===== config.mk =====
export PLATFORM = sky130hd
export DESIGN_NAME = mem_port_arbiter
export DESIGN_NICKNAME = d
export VERILOG_FILES = /design/src/rtl/mem_ctrl_pkg.sv /design/src/rtl/mem_lane_align.sv /design/src/rtl/mem_port_arbiter.sv
export SDC_FILE = /design/constraint.sdc
export NUM_CORES = 1
export LEC_CHECK = 0
export BUFFER_PORTS_ARGS = -buffer_cell sky130_fd_sc_hd__clkbuf_2
export CORE_MARGIN = 2
export CORE_UTILIZATION = 45
export DETAILED_ROUTE_END_ITERATION = 12
export PLACE_DENSITY = 0.77
export SLEW_MARGIN = 20
export SYNTH_ARGS = -nofsm -noshare
export SYNTH_HDL_FRONTEND = slang
export SYNTH_SLANG_ARGS = --single-unit

===== constraint.sdc =====
create_clock -name clock -period 2.1 [get_ports clock]
set_input_delay 0.42 -clock clock [delete_from_list [all_inputs] [get_ports clock]]
set_output_delay 0.42 -clock clock [all_outputs]
set_load 0.005 [all_outputs]

===== src/rtl/mem_ctrl_pkg.sv =====
// Shared types for the instruction/data memory port arbiter.
//   mem_size_e  : access size encoding carried on dSize
//   arb_state_e : arbiter FSM states
//   port_e      : which port received the most recent grant
//   size_bytes(): number of bytes touched by an access of a given size
package mem_ctrl_pkg;

    typedef enum logic [1:0] {
        BYTE    = 2'b00,
        HALF    = 2'b01,
        WORD    = 2'b10,
        ILLEGAL = 2'b11
    } mem_size_e;

    typedef enum logic {
        IDLE   = 1'b0,
        RMW_WR = 1'b1
    } arb_state_e;

    typedef enum logic {
        GNT_FETCH = 1'b0,
        GNT_DATA  = 1'b1
    } port_e;

    // ILLEGAL is rejected separately; give it a full word so the range
    // check stays conservative.
    function automatic logic [2:0] size_bytes(input mem_size_e sz);
        case (sz)
            BYTE:    return 3'd1;
            HALF:    return 3'd2;
            default: return 3'd4;
        endcase
    endfunction

endpackage


===== src/rtl/mem_lane_align.sv =====
// Combinational byte-lane alignment for the big-endian RAM word.
// The addressed byte is always ram_word_i[31:24].
//   size_i       : access size
//   unsigned_i   : zero-extend (1) or sign-extend (0) sub-word loads
//   ram_word_i   : word read from the RAM at the access address
//   wdata_i      : right-justified store data
//   load_data_o  : extracted and extended load result
//   merge_data_o : word to write back for a store
module mem_lane_align
    import mem_ctrl_pkg::*;
#(
    parameter int dataW = 32
) (
    input  mem_size_e        size_i,
    input  logic             unsigned_i,
    input  logic [dataW-1:0] ram_word_i,
    input  logic [dataW-1:0] wdata_i,
    output logic [dataW-1:0] load_data_o,
    output logic [dataW-1:0] merge_data_o
);

    logic sext;
    assign sext = ~unsigned_i & ram_word_i[31];

    always_comb begin
        case (size_i)
            BYTE:    load_data_o = {{24{sext}}, ram_word_i[31:24]};
            HALF:    load_data_o = {{16{sext}}, ram_word_i[31:16]};
            default: load_data_o = ram_word_i;
        endcase
    end

    // New bytes land in the leading (lowest-address) lanes; the rest of
    // the old word is written back unchanged.
    always_comb begin
        case (size_i)
            BYTE:    merge_data_o = {wdata_i[7:0],  ram_word_i[23:0]};
            HALF:    merge_data_o = {wdata_i[15:0], ram_word_i[15:0]};
            default: merge_data_o = wdata_i;
        endcase
    end

endmodule


===== src/rtl/mem_port_arbiter.sv =====
// Shares one zero-delay single-ported RAM between instruction fetch and
// load/store. Round-robin on ties, sub-word stores as read-modify-write,
// big-endian load extraction, range/alignment/size error detection.
//   clock, reset            : clock, async active-low reset
//   ifReq/ifAddr            : fetch request; ifGnt accepts combinationally
//   ifValid/ifRData/ifErr   : registered fetch response
//   dReq/dWrite/dSize/dUnsigned/dAddr/dWData : data request; dGnt accepts
//   dValid/dRData/dErr      : registered data response
//   RAMAddr/RAMDataIn/RAMWriteControl/RAMOut : RAM pins
module mem_port_arbiter
    import mem_ctrl_pkg::*;
#(
    parameter int dataW       = 32,
    parameter int RAMAddrSize = 16
) (
    input  logic                   clock,
    input  logic                   reset,
    input  logic                   ifReq,
    input  logic [RAMAddrSize-1:0] ifAddr,
    output logic                   ifGnt,
    output logic                   ifValid,
    output logic [dataW-1:0]       ifRData,
    output logic                   ifErr,
    input  logic                   dReq,
    input  logic                   dWrite,
    input  logic [1:0]             dSize,
    input  logic                   dUnsigned,
    input  logic [RAMAddrSize-1:0] dAddr,
    input  logic [dataW-1:0]       dWData,
    output logic                   dGnt,
    output logic                   dValid,
    output logic [dataW-1:0]       dRData,
    output logic                   dErr,
    output logic [RAMAddrSize-1:0] RAMAddr,
    output logic [dataW-1:0]       RAMDataIn,
    output logic                   RAMWriteControl,
    input  logic [dataW-1:0]       RAMOut
);

    arb_state_e             state_q, state_d;
    port_e                  lastGnt_q, lastGnt_d;
    logic [RAMAddrSize-1:0] addr_q, addr_d;
    logic [dataW-1:0]       merge_q, merge_d;
    logic                   ifValid_q, ifValid_d, ifErr_q, ifErr_d;
    logic [dataW-1:0]       ifRData_q, ifRData_d;
    logic                   dValid_q, dValid_d, dErr_q, dErr_d;
    logic [dataW-1:0]       dRData_q, dRData_d;

    mem_size_e            dSizeE;
    logic [RAMAddrSize:0] ifLast, dLast;
    logic                 ifErrNow, dErrNow, subWord, startRmw;
    logic [dataW-1:0]     loadData, mergeData;

    assign dSizeE = mem_size_e'(dSize);

    // Last byte address with one extra bit: a carry out means the access
    // runs past the top of the RAM (no wrap-around).
    assign ifLast   = {1'b0, ifAddr} + (RAMAddrSize+1)'(3'd3);
    assign dLast    = {1'b0, dAddr} + (RAMAddrSize+1)'(size_bytes(dSizeE) - 3'd1);
    assign ifErrNow = (|ifAddr[1:0]) | ifLast[RAMAddrSize];
    assign dErrNow  = (dSizeE == ILLEGAL) | dLast[RAMAddrSize];
    assign subWord  = (dSizeE == BYTE) | (dSizeE == HALF);
    assign startRmw = dGnt & dWrite & subWord & ~dErrNow;

    mem_lane_align #(.dataW(dataW)) u_align (
        .size_i       (dSizeE),
        .unsigned_i   (dUnsigned),
        .ram_word_i   (RAMOut),
        .wdata_i      (dWData),
        .load_data_o  (loadData),
        .merge_data_o (mergeData)
    );

    // FSM: state register
    always_ff @(posedge clock or negedge reset) begin
        if (!reset) state_q <= IDLE;
        else        state_q <= state_d;
    end

    // FSM: next state
    always_comb begin
        state_d = state_q;
        case (state_q)
            IDLE:    if (startRmw) state_d = RMW_WR;
            RMW_WR:  state_d = IDLE;
            default: state_d = IDLE;
        endcase
    end

    // FSM: outputs. Grants are gated by reset so nothing, in particular a
    // word-store strobe, can be issued while reset is held.
    always_comb begin
        ifGnt           = 1'b0;
        dGnt            = 1'b0;
        RAMAddr         = addr_q;
        RAMDataIn       = dWData;
        RAMWriteControl = 1'b0;
        if (state_q == RMW_WR) begin
            RAMDataIn       = merge_q;
            RAMWriteControl = reset;
        end else if (reset) begin
            if (ifReq && dReq) begin
                dGnt  = (lastGnt_q == GNT_FETCH);
                ifGnt = (lastGnt_q == GNT_DATA);
            end else begin
                ifGnt = ifReq;
                dGnt  = dReq;
            end
            if (ifGnt) begin
                RAMAddr = ifAddr;
            end else if (dGnt) begin
                RAMAddr         = dAddr;
                RAMWriteControl = dWrite & (dSizeE == WORD) & ~dErrNow;
            end
        end
    end

    // Response and merge datapath
    always_comb begin
        lastGnt_d = lastGnt_q;
        addr_d    = addr_q;
        merge_d   = merge_q;
        ifValid_d = 1'b0;
        ifErr_d   = ifErr_q;
        ifRData_d = ifRData_q;
        dValid_d  = 1'b0;
        dErr_d    = dErr_q;
        dRData_d  = dRData_q;
        if (ifGnt) begin
            lastGnt_d = GNT_FETCH;
            addr_d    = ifAddr;
            ifValid_d = 1'b1;
            ifErr_d   = ifErrNow;
            ifRData_d = ifErrNow ? '0 : RAMOut;
        end
        if (dGnt) begin
            lastGnt_d = GNT_DATA;
            addr_d    = dAddr;
            if (startRmw) begin
                merge_d = mergeData;   // response comes from RMW_WR
            end else begin
                dValid_d = 1'b1;
                dErr_d   = dErrNow;
                dRData_d = (dErrNow || dWrite) ? '0 : loadData;
            end
        end
        if (state_q == RMW_WR) begin
            dValid_d = 1'b1;
            dErr_d   = 1'b0;
            dRData_d = '0;
        end
    end

    always_ff @(posedge clock or negedge reset) begin
        if (!reset) begin
            lastGnt_q <= GNT_FETCH;
            addr_q    <= '0;
            merge_q   <= '0;
            ifValid_q <= 1'b0;
            ifErr_q   <= 1'b0;
            ifRData_q <= '0;
            dValid_q  <= 1'b0;
            dErr_q    <= 1'b0;
            dRData_q  <= '0;
        end else begin
            lastGnt_q <= lastGnt_d;
            addr_q    <= addr_d;
            merge_q   <= merge_d;
            ifValid_q <= ifValid_d;
            ifErr_q   <= ifErr_d;
            ifRData_q <= ifRData_d;
            dValid_q  <= dValid_d;
            dErr_q    <= dErr_d;
            dRData_q  <= dRData_d;
        end
    end

    assign ifValid = ifValid_q;
    assign ifErr   = ifErr_q;
    assign ifRData = ifRData_q;
    assign dValid  = dValid_q;
    assign dErr    = dErr_q;
    assign dRData  = dRData_q;

endmodule


==> results of run 1 <==
-- routing by layer --
metal  wire length [um]  part of all wire [%]  vias up
met3               1290                   6.2       41
met2              10200                    49      265
met4                578                   2.8        0
met5                  0                     0        -
met1               8770                    42     2841
li1                   -                     -     2668
-- stage by stage --
step	worst slack, ns	setup TNS (ns)	hold WS, ns
3_3_place_gp	-0.219	-12.11	0.469
6_report	-0.101	-0.481	0.0562
5_1_grt	-0.174	-1.31	0.0741
4_1_cts	-0.105	-0.114	0.0494
2_1_floorplan	-0.0393	-1.36	0.124
3_5_place_dp	-0.255	-13.72	0.471
-- kinds of logic (layout without fill, tap and decap cells) --
family,Yosys count,in the layout
compound gates,213,213
flops,118,118
mux,88,88
fa+ha+maj,8,8
simple gates,79,79
other cells,1,7
buf+inv,90,334
-- power breakdown --
part | switching, W | internal [W] | total [W]
logic | 0.000797 | 0.000734 | 0.00153
clock network | 0.00100 | 0.00211 | 0.00311
registers | 0.000251 | 0.00267 | 0.00292
-- worst max-delay path: cells and delay by family --
family | cells | cell delay (ns)
compound gates | 4 | 0.82
fa+ha+maj | 1 | 0.25
buf+inv | 2 | 0.23
simple gates | 1 | 0.07
-- final cells by class --
class,instances,area share [%]
multi-input combinational,395,36.0
sequential,118,33.9
timing repair buffer,264,18.6
clock buffer,24,5.65
tap,176,2.53
clock inverter,8,1.65
inverter,38,1.64
-- registers in the layout, indices dropped and copies added (netlist names) --
signal,count
ifErr,1
dValid,1
ifRData,32
dErr,1
addr_q,16
dRData,32
ifValid,1
lastGnt_q,1
state_q,1
merge_q,32
-- repair_timing --
action | in CTS | in global routing
buffers inserted | 2 | 2
pin swaps | 5 | 3
gates cloned | 2 | 1
setup endpoints to repair | 46 | 52
resized for setup | 24 | 84
-- worst max-delay path by stage --
| stage | to | slack (ns) | cells after the start |
|---|---|---|---|
| after global routing | RAMWriteControl | -0.17 | 7 |
| after detailed placement | merge_q[30] | -0.26 | 9 |
| final | RAMWriteControl | -0.10 | 8 |
| after global placement | dRData[7] | -0.22 | 9 |
| after CTS | RAMWriteControl | -0.10 | 8 |
| after floorplan | merge_q[22] | -0.04 | 8 |
-- placed cells by master, fill, tap and decap left out, types with 9 or more instances in the layout --
cell type / n
buf_2: 16
buf_4: 28
o21ai_0: 19
a21oi_1: 72
o32ai_1: 30
clkbuf_16: 18
nand2_1: 23
a21oi_2: 17
a22o_1: 32
mux2_2: 31
nor2_1: 21
a31oi_1: 18
nor2_4: 15
mux2_1: 9
inv_1: 38
clkbuf_2: 203
mux2i_1: 40
dfrtp_1: 117
buf_12: 10
==> out/results.tsv, run 1 <==
stage	metric	value	unit
worst_setup_path	max_stage_delay	0.33	ns
floorplanning	io-pin-count	223	
timing	fmax	454	MHz
global_route	grt_use_met3	4.67	%
clocking	htree_levels	4	
global_route	overflow	0	
detailed_routing	wl_per_cell	20.3	um
floorplanning	core_area	13200	sq um
yosys	yosys.area_share.simple	6.07	%
yosys	muxShareOfSynthArea	15.5	%
global_route	track_usage	27.8	%
worst_setup_path	crit_slowest_cell	a311o_1	
worst_setup_path	critPathCaptureType	primary output	
clocking	postCtsHoldBufs	0	
yosys	netlist_top_cells_count	118 x dfrtp_1, 89 x a21oi_1, 41 x clkbuf_1, 40 x mux2i_1, 39 x mux2_2	
yosys	synthXorXnorAreaFrac	0	%
global_route	grt_pass1_wl	30800	um
final_layout	fin_nets	946	
global_route	busiest_layer	met2	
yosys	synth_cell_type_count	37	
clocking	cts_tree	yes	
yosys	synthArstFlopShare	100	%
detailed_routing	drt-pass1-iter-count	5	
min_path	hp-class	input pin to async pin	
floorplanning	die_area	14500	sq um
final_layout	drive_above_1_share	45.8	%
clocking	cts_root_buf	clkbuf_16	
clocking	clock_sinks	118	
yosys	synth_area	6080	sq um
detailed_routing	viasPerCell	5.68	
pwr	power	0.00756	W
yosys	synth-edff-count	0	
worst_setup_path	rr_startpoint	state_q	
timing	relSlewSlack	42.4	%
place	dp_hpwl	14100	um
final_layout	multiInputGateArea	3130	sq um
yosys	synth-adder-area-share	1.65	%
clocking	numCtsBuffers	17	
yosys	ys_seq_elements	118	
pwr	ir_drop	0.532	mV
detailed_routing	num_vias	5815	
worst_setup_path	required	1.68	ns
yosys	synth_compound_area_share	22.5	%
yosys	syn_inst	597	
worst_setup_path	crit_path_start_kind	input pin	
worst_setup_path	timing.rr.end	merge_q[23]	
global_route	grt_pass1_vias	5579	
global_route	grt_use_met2	44.4	%
detailed_routing	drt-total-wl	20800	um
floorplanning	rows	42	
final_layout	areaGrowthSynthToFinish	43.2	%
global_route	antenna_found_initial	0	
final_layout	diodes	0	
worst_setup_path	reg2reg_slack	0.08	ns
final_layout	instances_no_fill	1023	
place	placed_cells	984	
timing	clock_skew	0.00459	ns
worst_setup_path	cp.arrival	1.78	ns
timing	worst_pin_slew	0.865	ns
place	numPortBuffers	222	
yosys	yosysSeqAreaShare	48.6	%
worst_setup_path	cp_max_fo	2	
worst_setup_path	critPathKind	input pin to primary output	
floorplanning	die_h	120	um
final_layout	finalInstanceArea	8700	sq um
pwr	p_per_area	868	nW/um^2
outcome	status	finished, violations left	
yosys	synth_top_family_by_area	compound AO/OA/AOI/OAI gates	
place	gp_congestion	0.890	
yosys	synth_flop_cell	dfrtp_1	
worst_setup_path	crit_chain	clkbuf_8 -> ha_4 -> o211a_1 -> o2111ai_2 -> a311o_1 -> a31oi_2 -> nor2b_1 -> clkbuf_2	
pwr	leakagePower	4.22	nW
yosys	synthTopCellsByArea	dfrtp_1 49%, a21oi_1 7.3%, mux2_2 7.2%	
timing	setup_viol	12	
worst_setup_path	critPathLaunch	dAddr[1]	
yosys	syn_avg_cell_area	10.2	sq um
clocking	cts.path.max_buffers	2	
outcome	violations	setup timing	
yosys	yosysMostFrequentCell	dfrtp_1	
clocking	clk_latency	0.41	ns
yosys	synth_top_area_cell	dfrtp_1	
timing	setup_ws	-0.101	ns
detailed_routing	drc_errors	0	
timing	grt_setup_unrepaired	true	
final_layout	n_fill_cell	1055	
yosys	synth_top_cell_area_share	48.6	%
flow_run	cap_violations	0	
yosys	synth_warnings	0	
timing	post-route-min-period	2.20	ns
floorplanning	fp.dieW	120	um
clocking	clk_pin_slew	0.06	ns
detailed_routing	first_iter_violations	352	
place	placed_cell_area	7600	sq um
floorplanning	start_util	45.9	%
detailed_routing	ant_nets	0	
final_layout	regArea	2950	sq um
global_route	grt_max_degree	68	
final_layout	final_util	65.7	%
timing	maxSlewViolCount	0	
timing	finalHoldViolations	0	
timing	post-route-period-util	105	%
worst_setup_path	r2r_cells	6	
global_route	use_met1	37.7	%
(Power assumes the default switching activity.)
==> inputs of run 2 (changes only) <==
--- a/config.mk
+++ b/config.mk
@@ -10,6 +10,7 @@
 export CORE_UTILIZATION = 45
 export DETAILED_ROUTE_END_ITERATION = 12
 export PLACE_DENSITY = 0.77
+export SETUP_SLACK_MARGIN = 0.4
 export SLEW_MARGIN = 20
 export SYNTH_ARGS = -nofsm -noshare
 export SYNTH_HDL_FRONTEND = slang
==> out/results.tsv, run 2 (synthesis results as in run 1) <==
stage	metric	value	unit	change
outcome	status	finished, violations left		
detailed_routing	viasPerCell	6.16		+8.4%
place	dp_hpwl	14000	um	-0.60%
timing	clock_skew	0.00528	ns	+0.000685 ns
worst_setup_path	cp.arrival	1.76	ns	-0.02 ns
floorplanning	die_h	120	um	unchanged
floorplanning	fp.dieW	120	um	unchanged
worst_setup_path	critPathKind	flop to primary output		
global_route	grt_pass1_vias	5973		+7.1%
worst_setup_path	r2r_cells	9		+3
clocking	htree_levels	4		unchanged
pwr	power	0.00778	W	+2.9%
detailed_routing	drc_errors	0		unchanged
pwr	switching_share	29.6	%	+2.4 points
timing	finalHoldViolations	0		unchanged
final_layout	most-common-layout-cells	204 x clkbuf_2, 116 x dfrtp_1, 56 x a21oi_1, 40 x mux2i_1, 35 x inv_1		
place	placed_cell_area	7610	sq um	+0.16%
pwr	power_frac_seq	38.0	%	-0.6 points
clocking	cts_tree	yes		
pwr	combPwrFrac	25.9	%	+5.6 points
timing	setup_ws	-0.0802	ns	+0.0213 ns
timing	worst_pin_slew	0.923	ns	+0.0580 ns
worst_setup_path	critPathLaunch	lastGnt_q		
global_route	antenna_found_initial	0		unchanged
timing	post-route-min-period	2.18	ns	-0.0213 ns
floorplanning	die_area	14500	sq um	unchanged
global_route	grt_max_degree	97		+43%
global_route	track_usage	30.5	%	+2.7 points
timing	maxSlewViolCount	0		unchanged
worst_setup_path	max_stage_delay	0.45	ns	+0.12 ns
clocking	clk_pin_slew	0.05	ns	about the same
pwr	leakagePower	4.64	nW	+9.9%
worst_setup_path	critPathCaptureType	primary output		
floorplanning	rows	42		unchanged
timing	grt_setup_unrepaired	true		
final_layout	n_fill_cell	843		-20%
final_layout	final_common_cell	clkbuf_2		
clocking	cts_root_buf	clkbuf_16		
worst_setup_path	crit_slowest_cell	dfrtp_2		
detailed_routing	drt-total-wl	24900	um	+20%
min_path	hp-class	input pin to async pin		
final_layout	diodes	0		unchanged
timing	relSlewSlack	38.4	%	-4.0 points
place	gp_congestion	0.877		-1.5%
detailed_routing	ant_nets	0		unchanged
floorplanning	core_area	13200	sq um	unchanged
pwr	p_per_area	783	nW/um^2	-9.8%
global_route	overflow	0		unchanged
final_layout	areaGrowthSynthToFinish	63.3	%	
global_route	grt_pass1_wl	33600	um	+9.1%
clocking	cts.path.max_buffers	2		unchanged
detailed_routing	wl_per_cell	23.7	um	+16%
worst_setup_path	crit_chain	a21boi_2 -> buf_4 -> and4b_1 -> a31oi_1 -> nor2b_1 -> clkbuf_2		
final_layout	drive_above_1_share	55.2	%	+9.4 points
worst_setup_path	timing.rr.end	merge_q[8]		
clocking	numCtsBuffers	17		unchanged
worst_setup_path	rr_startpoint	lastGnt_q		
worst_setup_path	cpLargestDelayFamily	flip-flops		
worst_setup_path	cp_max_fo	4		+2
clocking	clock_sinks	118		unchanged
final_layout	fin_nets	976		+3.2%
flow_run	cap_violations	0		unchanged
pwr	p_clk_share	36.1	%	-5.0 points
clocking	clk_latency	0.42	ns	about the same
timing	post-route-period-util	104	%	-1.0 points
final_layout	finalInstanceArea	9930	sq um	+14%
floorplanning	start_util	45.9	%	unchanged
final_layout	multiInputGateArea	3850	sq um	+23%
detailed_routing	drt-pass1-iter-count	7		+2
worst_setup_path	crit_path_start_kind	flop		
place	numPortBuffers	222		unchanged
pwr	switching_power	0.00230	W	+12%
place	dp_slack	-0.259	ns	-0.00378 ns
final_layout	regArea	2960	sq um	about the same
worst_setup_path	crit_buf_inv	2		unchanged
worst_setup_path	required	1.68	ns	about the same
detailed_routing	num_vias	6476		+11%
floorplanning	io-pin-count	223		unchanged
pwr	power.internal	0.00548	W	-0.54%
timing	setup_viol	54		+42
outcome	violations	setup timing		
timing	fmax	459	MHz	+0.98%
worst_setup_path	reg2reg_slack	-0.06	ns	-0.14 ns
timing	fin_tns_setup	-1.43	ns	-0.945 ns
detailed_routing	first_iter_violations	628		+78%
pwr	ir_drop	0.494	mV	-7.1%
## run 2: cell types whose count changed in the layout (fill, tap and decap cells not counted), sizes merged
| cell | change |
|---|---|
| buf | +19 |
| clkbuf | +5 |
| bufinv | -2 |
| clkinvlp | +2 |
| nand2 | +2 |
| bufbuf | +1 |
| clkinv | +1 |
## run 2: how the worst max path moves through the flow
stage	slack [ns]	to	depth (start not counted)
floorplan	0.04	merge_q[22]	8
CTS	-0.08	RAMWriteControl	6
finish	-0.08	RAMWriteControl	6
detailed placement	-0.26	merge_q[19]	8
global placement	-0.24	merge_q[21]	8
global route	-0.14	RAMWriteControl	6
## run 2: power groups by stage
stage / registers [W] / clock network [W] / logic (W)
2_1_floorplan: 0.00286 / 0 / 0.000717
3_3_place_gp: 0.00289 / 0 / 0.00134
3_5_place_dp: 0.00291 / 0 / 0.00138
4_1_cts: 0.00293 / 0.00281 / 0.00171
5_1_grt: 0.00299 / 0.00292 / 0.00213
6_report: 0.00296 / 0.00280 / 0.00201
## run 2: layer usage
metal	GRT usage, %	wire length, um
met4	11.6	1060
met2	51.8	12500
met1	39.4	9360
met5	0	0
met3	4.81	2010
## run 2: what timing repair did
item	4_1_cts	5_1_grt
hold buffers	0	0
gates resized for setup	153	69
setup endpoints to repair	118	118
gates cloned	6	13
endpoints found under the hold margin	0	0
buffers inserted	14	10
pin swaps	23	42
## run 2: cell type report
| cell class | count | area share [%] |
|---|---|---|
| Tap cell | 176 | 2.22 |
| Multi-Input combinational cell | 397 | 38.8 |
| Inverter | 38 | 1.46 |
| Clock buffer | 21 | 4.64 |
| Sequential cell | 118 | 29.8 |
| Timing Repair Buffer | 292 | 22.1 |
| Clock inverter | 9 | 1.05 |
## run 2: stage by stage
step	hold slack [ns]	utilization, %	cells
finish	0.0925	75.0	1051
floorplan	0.124	-	603
CTS	0.0839	69.3	1028
global placement	0.472	57.5	978
detailed placement	0.477	57.5	978
global route	0.109	75.0	1051
==> inputs of run 3 (changes only) <==
--- a/config.mk
+++ b/config.mk
@@ -11,6 +11,7 @@
 export DETAILED_ROUTE_END_ITERATION = 12
 export PLACE_DENSITY = 0.77
 export SETUP_SLACK_MARGIN = 0.4
+export SKIP_CTS_REPAIR_TIMING = 1
 export SLEW_MARGIN = 20
 export SYNTH_ARGS = -nofsm -noshare
 export SYNTH_HDL_FRONTEND = slang
==> out/results.tsv, run 3 (synthesis results as in run 1) <==
stage	metric	value	unit	change
timing	grt_setup_unrepaired	true		
detailed_routing	ant_nets	0		unchanged
clocking	cts.path.max_buffers	2		unchanged
pwr	leakagePower	4.57	nW	-1.6%
floorplanning	fp.dieW	120	um	unchanged
worst_setup_path	critPathLaunch	dSize[1]		
timing	clock_skew	0.00593	ns	+0.000646 ns
detailed_routing	wl_per_cell	22.6	um	-4.5%
detailed_routing	drc_errors	0		unchanged
clocking	htree_levels	4		unchanged
pwr	switching_power	0.00218	W	-5.0%
global_route	grt_pass1_wl	30000	um	-11%
timing	setup_ws	-0.0869	ns	-0.00669 ns
detailed_routing	viasPerCell	5.95		-3.4%
pwr	p_per_area	790	nW/um^2	+0.93%
place	dp_slack	-0.259	ns	unchanged
place	placed_cell_area	7610	sq um	unchanged
place	numPortBuffers	222		unchanged
clocking	clk_latency	0.42	ns	about the same
floorplanning	core_area	13200	sq um	unchanged
worst_setup_path	required	1.68	ns	about the same
global_route	grt_pass1_vias	5410		-9.4%
timing	whs	0.0795	ns	-0.0130 ns
pwr	ir_drop	0.506	mV	+2.3%
timing	setup_viol	17		-69%
timing	maxSlewViolCount	0		unchanged
clocking	clk_pin_slew	0.05	ns	about the same
detailed_routing	first_iter_violations	573		-8.8%
pwr	switching_share	28.8	%	-0.73 points
worst_setup_path	critPathCaptureType	primary output		
final_layout	drive_above_1_share	50.7	%	-4.5 points
final_layout	finalInstanceArea	9590	sq um	-3.5%
final_layout	most-common-layout-cells	199 x clkbuf_2, 116 x dfrtp_1, 75 x a21oi_1, 40 x mux2i_1, 36 x inv_1		
place	gp_congestion	0.877		unchanged
pwr	combPwrFrac	24.3	%	-1.6 points
detailed_routing	drt-pass1-iter-count	5		-2
pwr	power.internal	0.00539	W	-1.6%
timing	fmax	457	MHz	-0.31%
outcome	violations	setup timing		
floorplanning	io-pin-count	223		unchanged
outcome	status	finished, violations left		
global_route	antenna_found_initial	0		unchanged
clocking	clock_sinks	118		unchanged
global_route	track_usage	27.1	%	-3.4 points
detailed_routing	drt-total-wl	23600	um	-5.4%
final_layout	areaGrowthSynthToFinish	57.7	%	
global_route	overflow	0		unchanged
clocking	cts_root_buf	clkbuf_16		
pwr	power_frac_seq	38.7	%	+0.7 points
timing	fin_tns_setup	-0.280	ns	+1.15 ns
final_layout	final_common_cell	clkbuf_2		
timing	post-route-min-period	2.19	ns	+0.00669 ns
floorplanning	die_h	120	um	unchanged
floorplanning	die_area	14500	sq um	unchanged
worst_setup_path	crit_path_start_kind	input pin		
worst_setup_path	cp.arrival	1.77	ns	about the same
global_route	grt_max_degree	97		unchanged
clocking	numCtsBuffers	17		unchanged
clocking	cts_tree	yes		
timing	relSlewSlack	48.9	%	+11 points
floorplanning	rows	42		unchanged
timing	post-route-period-util	104	%	+0.32 points
flow_run	cap_violations	0		unchanged
worst_setup_path	cp_max_fo	2		-2
place	dp_hpwl	14000	um	unchanged
worst_setup_path	rr_startpoint	lastGnt_q		
pwr	p_clk_share	37.0	%	+0.9 points
timing	worst_pin_slew	0.764	ns	-0.158 ns
floorplanning	start_util	45.9	%	unchanged
detailed_routing	num_vias	6200		-4.3%
worst_setup_path	critPathKind	input pin to primary output		
timing	finalHoldViolations	0		unchanged
final_layout	instances_no_fill	1042		-0.86%
place	placed_cells	978		unchanged
min_path	hp-class	input pin to async pin		
final_layout	fin_nets	967		-0.92%
final_layout	diodes	0		unchanged
==> run 3: cell count changes in the layout (fill, tap and decap cells not counted), sizes merged <==
| cell | before | now |
|---|---|---|
| buf | 78 | 74 |
| clkbuf | 234 | 230 |
| bufbuf | 1 | 0 |
==> run 3: final cells by class <==
cell class              count  area (sq um)
clock inverters             9           104
inverters                  38           145
clock buffers              21           460
flip-flops and latches    118          2960
multi-input cells         397          3600
well taps                 176           220
repair buffers            283          2100
fillers                   926          3660
==> run 3: power groups by stage <==
stage | Sequential (W) | Combinational [W] | Clock (W)
floorplan | 0.00286 | 0.000717 | 0
global placement | 0.00289 | 0.00134 | 0
detailed placement | 0.00291 | 0.00138 | 0
CTS | 0.00288 | 0.00138 | 0.00281
global route | 0.00297 | 0.00197 | 0.00292
finish | 0.00293 | 0.00184 | 0.00280
==> run 3: worst paths after layout <==
path	end	slack, ns	depth (start not counted)
worst max register to register	merge_q[25]	-0.02	8
worst min register to register	ifRData[18]	0.50	1
worst min-delay path	dValid	0.08	2
min in group clock	ifRData[4]	0.29	2
worst max-delay path	RAMWriteControl	-0.09	8
max in group asynchronous	ifRData[6]	1.58	2
==> run 3: worst max-delay path, cell delays in order <==
cell and delay [ns]:
buf_4 0.12, ha_4 0.24, o211a_1 0.15, o2111ai_1 0.11, a311o_1 0.32, a31oi_1 0.19, nor2b_1 0.09, buf_2 0.13
==> run 3: routing by layer <==
metal  global-route usage, %  wire length [um]  vias up
met2                    42.9             11700      352
met1                    37.2              9320     3037
met3                    5.05              1640       81
li1                        -                 -     2730
met5                       0                 0        -
met4                    10.3               884        0
==> run 3: through the flow <==
| stage | power, W | util, % |
|---|---|---|
| floorplan | 0.00357 | - |
| global placement | 0.00423 | 57.5 |
| detailed placement | 0.00429 | 57.5 |
| CTS | 0.00708 | 61.7 |
| global route | 0.00785 | 72.4 |
| finish | 0.00758 | 72.4 |
